$ cat src/rtl/fwperiph_dma_trace.sv
// fwperiph_dma_trace: captures DMA bus writes into a show-ahead trace buffer.
// Each accepted write stores {channel, address, data, timestamp}. When the
// buffer is full, further events are dropped and counted. A simultaneous pop
// frees a slot in the same cycle, so no event is dropped in that case.
// Optional feature macro: FWPERIPH_DMA_TRACE_TIMESTAMP_EN. When it is defined,
// a free-running 32-bit cycle counter is stamped into every entry. When it is
// undefined, there is no counter and rd_ts is tied to zero.
module fwperiph_dma_trace #(
  parameter int ch_count = 4,
  parameter int depth    = 16,
  parameter int cnt_w    = $clog2(depth) + 1
) (
  input  logic                clock,
  input  logic                reset_n,
  input  logic [31:0]         adr,
  input  logic [31:0]         dat_w,
  input  logic [31:0]         we,
  input  logic [4:0]          ch_sel,
  input  logic                dma_busy,
  input  logic                trc_en,
  input  logic [ch_count-1:0] ch_en,
  input  logic                clear,
  output logic                rd_valid,
  input  logic                rd_ack,
  output logic [4:0]          rd_ch,
  output logic [31:0]         rd_adr,
  output logic [31:0]         rd_dat,
  output logic [31:0]         rd_ts,
  output logic [cnt_w-1:0]    level,
  output logic                ovf,
  output logic [15:0]         drop_cnt
);

  localparam int aw = $clog2(depth);
  localparam logic [5:0] ch_limit = 6'(ch_count);
  localparam logic [cnt_w-1:0] level_full = cnt_w'(depth);

  logic [aw-1:0] wr_ptr;
  logic [aw-1:0] rd_ptr;

  logic [4:0]  mem_ch  [depth];
  logic [31:0] mem_adr [depth];
  logic [31:0] mem_dat [depth];

  logic [31:0] en_mask;
  logic        ch_ok;
  logic        capture;
  logic        full;
  logic        pop;
  logic        push;
  logic        drop;

  // Widen the channel mask to 32 bits so any 5-bit ch_sel can index it safely
  always_comb begin
    en_mask = '0;
    en_mask[ch_count-1:0] = ch_en;
  end

  // Capture, push, pop and drop qualification; clear overrides everything
  always_comb begin
    ch_ok   = ({1'b0, ch_sel} < ch_limit) & en_mask[ch_sel];
    capture = trc_en & dma_busy & (|we) & ch_ok;
    full    = (level == level_full);
    pop     = rd_ack & rd_valid & ~clear;
    push    = capture & ~clear & (~full | pop);
    drop    = capture & ~clear & full & ~pop;
  end

  // Occupancy counter: moves only when exactly one of push/pop happens
  always_ff @(posedge clock or negedge reset_n) begin
    if (!reset_n) begin
      level <= '0;
    end else if (clear) begin
      level <= '0;
    end else if (push && !pop) begin
      level <= level + cnt_w'(1);
    end else if (pop && !push) begin
      level <= level - cnt_w'(1);
    end
  end

  // Read and write pointers wrap naturally because depth is a power of two
  always_ff @(posedge clock or negedge reset_n) begin
    if (!reset_n) begin
      wr_ptr <= '0;
      rd_ptr <= '0;
    end else if (clear) begin
      wr_ptr <= '0;
      rd_ptr <= '0;
    end else begin
      if (push) begin
        wr_ptr <= wr_ptr + aw'(1);
      end
      if (pop) begin
        rd_ptr <= rd_ptr + aw'(1);
      end
    end
  end

  // Sticky overflow flag and saturating drop counter
  always_ff @(posedge clock or negedge reset_n) begin
    if (!reset_n) begin
      ovf      <= 1'b0;
      drop_cnt <= '0;
    end else if (clear) begin
      ovf      <= 1'b0;
      drop_cnt <= '0;
    end else if (drop) begin
      ovf <= 1'b1;
      if (drop_cnt != 16'hFFFF) begin
        drop_cnt <= drop_cnt + 16'd1;
      end
    end
  end

  // Entry storage is not reset; contents are meaningless while empty
  always_ff @(posedge clock) begin
    if (push) begin
      mem_ch[wr_ptr]  <= ch_sel;
      mem_adr[wr_ptr] <= adr;
      mem_dat[wr_ptr] <= dat_w;
    end
  end

  assign rd_valid = (level != '0);
  assign rd_ch    = mem_ch[rd_ptr];
  assign rd_adr   = mem_adr[rd_ptr];
  assign rd_dat   = mem_dat[rd_ptr];

`ifdef FWPERIPH_DMA_TRACE_TIMESTAMP_EN
  logic [31:0] ts_cnt;
  logic [31:0] mem_ts [depth];

  // Free-running cycle counter, wraps at 2^32
  always_ff @(posedge clock or negedge reset_n) begin
    if (!reset_n) begin
      ts_cnt <= '0;
    end else begin
      ts_cnt <= ts_cnt + 32'd1;
    end
  end

  // Timestamp column of the storage, written alongside the other fields
  always_ff @(posedge clock) begin
    if (push) begin
      mem_ts[wr_ptr] <= ts_cnt;
    end
  end

  assign rd_ts = mem_ts[rd_ptr];
`else
  assign rd_ts = 32'd0;
`endif

endmodule

$ cat config.mk
export PLATFORM = sky130hd
export DESIGN_NAME = fwperiph_dma_trace
export DESIGN_NICKNAME = d
export VERILOG_FILES = /design/src/rtl/fwperiph_dma_trace.sv
export SDC_FILE = /design/constraint.sdc
export NUM_CORES = 1
export LEC_CHECK = 0
export ABC_CLOCK_PERIOD_IN_PS = 3600
export CAP_MARGIN = 20
export CORE_MARGIN = 2
export CORE_UTILIZATION = 59
export CTS_CLUSTER_DIAMETER = 40
export DETAILED_ROUTE_END_ITERATION = 6
export MAX_ROUTING_LAYER = met4
export PLACE_DENSITY = 0.79
export SETUP_SLACK_MARGIN = 0.15
export SYNTH_ARGS = -nofsm -noshare
export SYNTH_HDL_FRONTEND = slang
export SYNTH_SLANG_ARGS = --single-unit
$ cat constraint.sdc
create_clock -name clock -period 3.6 [get_ports clock]
set_input_delay 0.72 -clock clock [delete_from_list [all_inputs] [get_ports clock]]
set_output_delay 0.72 -clock clock [all_outputs]
set_load 0.005 [all_outputs]
==> flow_metrics.env <==
export IMPL_synthAdderAreaFrac_pct=0.334
export IMPL_worstPathArrival_ns=3.08
export IMPL_grt_pass1_vias=23500
export IMPL_clkSinkCount=1134
export IMPL_synth_compound_area_share_pct=0.542
export IMPL_slew_limit_headroom_pct=52.1
export IMPL_clk_path_buf_depth=3
export IMPL_synth_seq_cells=1134
export IMPL_areaGrowthSynthToFinish_pct=24.1
export IMPL_port_buffers=202
export IMPL_worst_slack_ns=-0.196
export IMPL_synth_simple_area_share_pct=1.34
export IMPL_ir_drop_uv=442
export IMPL_grt_pass1_wl_um=164000
export IMPL_synthXorXnorAreaFrac_pct=0.161
export IMPL_antenna_found_initial=6
export IMPL_min_period_ns=3.80
export IMPL_worst_path_buf_inv=6
export IMPL_synth_top_area_cell="edfxtp_1"
export IMPL_synth_edf_count=1104
export IMPL_hp_class="in2async"
export IMPL_clk_pin_slew_worst_paths_ns=0.06
export IMPL_final_cells=3293
export IMPL_grt_use_total_pct=32.0
export IMPL_synth_seq_area_share_pct=78.1
export IMPL_drv_slew=0
export IMPL_synthCells=1770
export IMPL_tightestPinTransition_ns=0.716
export IMPL_cellLeakagePower_nw=17.2
export IMPL_fin_util_pct=73.9
export IMPL_status="complete, but fails checks"
export IMPL_routed_wl_um=116000
export IMPL_grt_setup_unrepaired="yes"
export IMPL_path_delay_family="multiplexers"
export IMPL_synth_top_cell_area_share_pct=76.3
export IMPL_dp_hpwl_um=51700
export IMPL_violations="design-rule violations, negative setup slack"
export IMPL_overflow=0
export IMPL_crit_path_start_kind="flip-flop"
export IMPL_cts_root_buf="clkbuf_16"
export IMPL_worstPathCellList="buf_12 -> buf_16 -> buf_12 -> buf_8 -> buf_8 -> mux4_2 -> mux4_2 -> buf_6"
export IMPL_antenna_left=0
export IMPL_num_rows=99
export IMPL_netlist_area_sq_um=43400
export IMPL_num_vias=22200
export IMPL_drive_gt1_share_pct=36.4
export IMPL_final_cell_mix="1104 x edfxtp_1, 346 x mux4_2, 136 x clkbuf_16, 133 x clkdlybuf4s50_1, 80 x buf_12"
export IMPL_clock_latency_ns=0.74
export IMPL_crit_path_max_incr_delay_ns=0.52
export IMPL_cts_buffers=133
export IMPL_synthMuxAreaShare_pct=18.2
export IMPL_fin_crit_sh_pct=105
export IMPL_hold_viol=0
export IMPL_synth_area_leaders="edfxtp_1 76%, mux4_2 18%, dfrtp_1 1.7%"
export IMPL_cp_max_fo=7
export IMPL_drt_iter0_drc=3193
export IMPL_worstSetupEndpointType="output pin"
export IMPL_max_cap_viol_count=0
export IMPL_critPathKind="reg2out"
export IMPL_setup_violations=60
export IMPL_grt_max_degree=61
export IMPL_skew_ns=0.0193
export IMPL_synth_top_family_by_area="multiplexers"
export IMPL_cts_htree_levels=4
export IMPL_yosysWarnings=0
export IMPL_initial_core_util_pct=59.5
export IMPL_first_pass_iters=7
export IMPL_cts_tree="yes"
export IMPL_avgSynthCellArea_sq_um=24.5
export IMPL_power_density_nw_per_um2=628
export IMPL_wl_per_cell_um=35.1
export IMPL_power_total_mw=33.8
export IMPL_die_h_um=275
export IMPL_numPlacedInstances=2952
export IMPL_cp_required_ns=2.88
export IMPL_yosysUniqueCellTypes=48
export IMPL_crit_slowest_cell="mux4_2"
export IMPL_drcViolationCount=2
export IMPL_die_w_um=275
export IMPL_nets=2349
export IMPL_tns_ns=-6.42
export IMPL_gp_congestion=0.818
export IMPL_synth_ff_type="edfxtp_1"
export IMPL_synth_async_sr_flop_share_pct=2.65
export IMPL_whs_ns=0.422
export IMPL_dieArea_sq_um=75800
export IMPL_hold_buffers=0
export IMPL_viasPerCell=6.74
export IMPL_core_area_sq_um=73000
export IMPL_io_pins=235
export IMPL_fmax_mhz=263
export IMPL_mostFrequentLayoutCell="edfxtp_1"
-- timing repair --
item / CTS / global route
pin swaps: 0 / 0
buffers inserted: 58 / 16
cloned: 23 / 2
endpoints found under the setup margin: 69 / 68
resized for setup: 386 / 38
-- Yosys cell counts, drive strengths merged, types with 2 or more instances --
library cell     n
clkbuf          52
mux2i            8
edfxtp        1104
o21a             2
xor2             6
nand4           11
and2            14
dfrtp           30
and4             5
nor4b            2
or3              8
nor3             2
nor2            16
buf             65
xnor2            2
o21ai            8
nand3           10
nor4            10
o31ai            4
nand2           15
mux4           346
or4              4
ha              10
inv              7
a21oi           11
-- metrics by stage --
stage / setup WS, ns / area [sq um]
finish: -0.196 / 53900
global route: -0.242 / 53900
CTS: -0.225 / 53500
detailed placement: 0.0912 / 47900
global placement: 0.142 / 47900
floorplan: -0.388 / 43600
-- registers in the layout (all words and copies together), names as in the netlist --
name / flops
drop_cnt: 16
level: 5
mem_adr: 512
mem_ch: 80
mem_dat: 512
ovf: 1
rd_ptr: 4
wr_ptr: 4
-- worst paths after layout --
check                           from     endpoint  slack (ns)  depth (start not counted)
setup / recovery           rd_ptr[0]   rd_dat[19]       -0.20                          8
hold / removal               reset_n    rd_ptr[0]        0.42                          1
setup reg to reg            level[1]     level[4]        0.79                         11
hold reg to reg                  ovf          ovf        0.52                          1
max in group asynchronous    reset_n  drop_cnt[2]        2.46                          2
min in group clock               ovf          ovf        0.52                          1
-- power breakdown --
part	total, mW	leakage, nW	switching (mW)	internal (mW)
Sequential	14.6	10.3	0.0514	14.5
Combinational	6.15	4.78	2.52	3.63
Clock	13.1	2.05	5.54	7.58
-- routing by layer --
layer | global-route usage (%) | wire length, um | vias up
met3 | 6.51 | 10600 | 301
li1 | - | - | 8557
met4 | 12.0 | 4280 | 0
met2 | 53.2 | 61200 | 1691
met1 | 39.4 | 39500 | 11700
met5 | - | 0 | -
-- cells by family after synthesis --
kind of cell / after synthesis
xor gates and xnor gates: 8
AOI/OAI and AO/OA: 35
buffers and inverters: 125
DFF: 1134
adders and majority gates: 11
muxes: 355
and+or+nand+nor: 101
other: 1
-- area by class of cell --
type                            count  area (sq um)
Sequential cell                  1134         33900
Fill cell                        3714         19100
Multi-Input combinational cell    542          9080
Timing Repair Buffer              408          5400
Clock buffer                      151          3430
Tap cell                          959          1200
Clock inverter                     84           820
Inverter                            8          30.0
Antenna cell                        7          17.5
(Power assumes the default switching activity.)
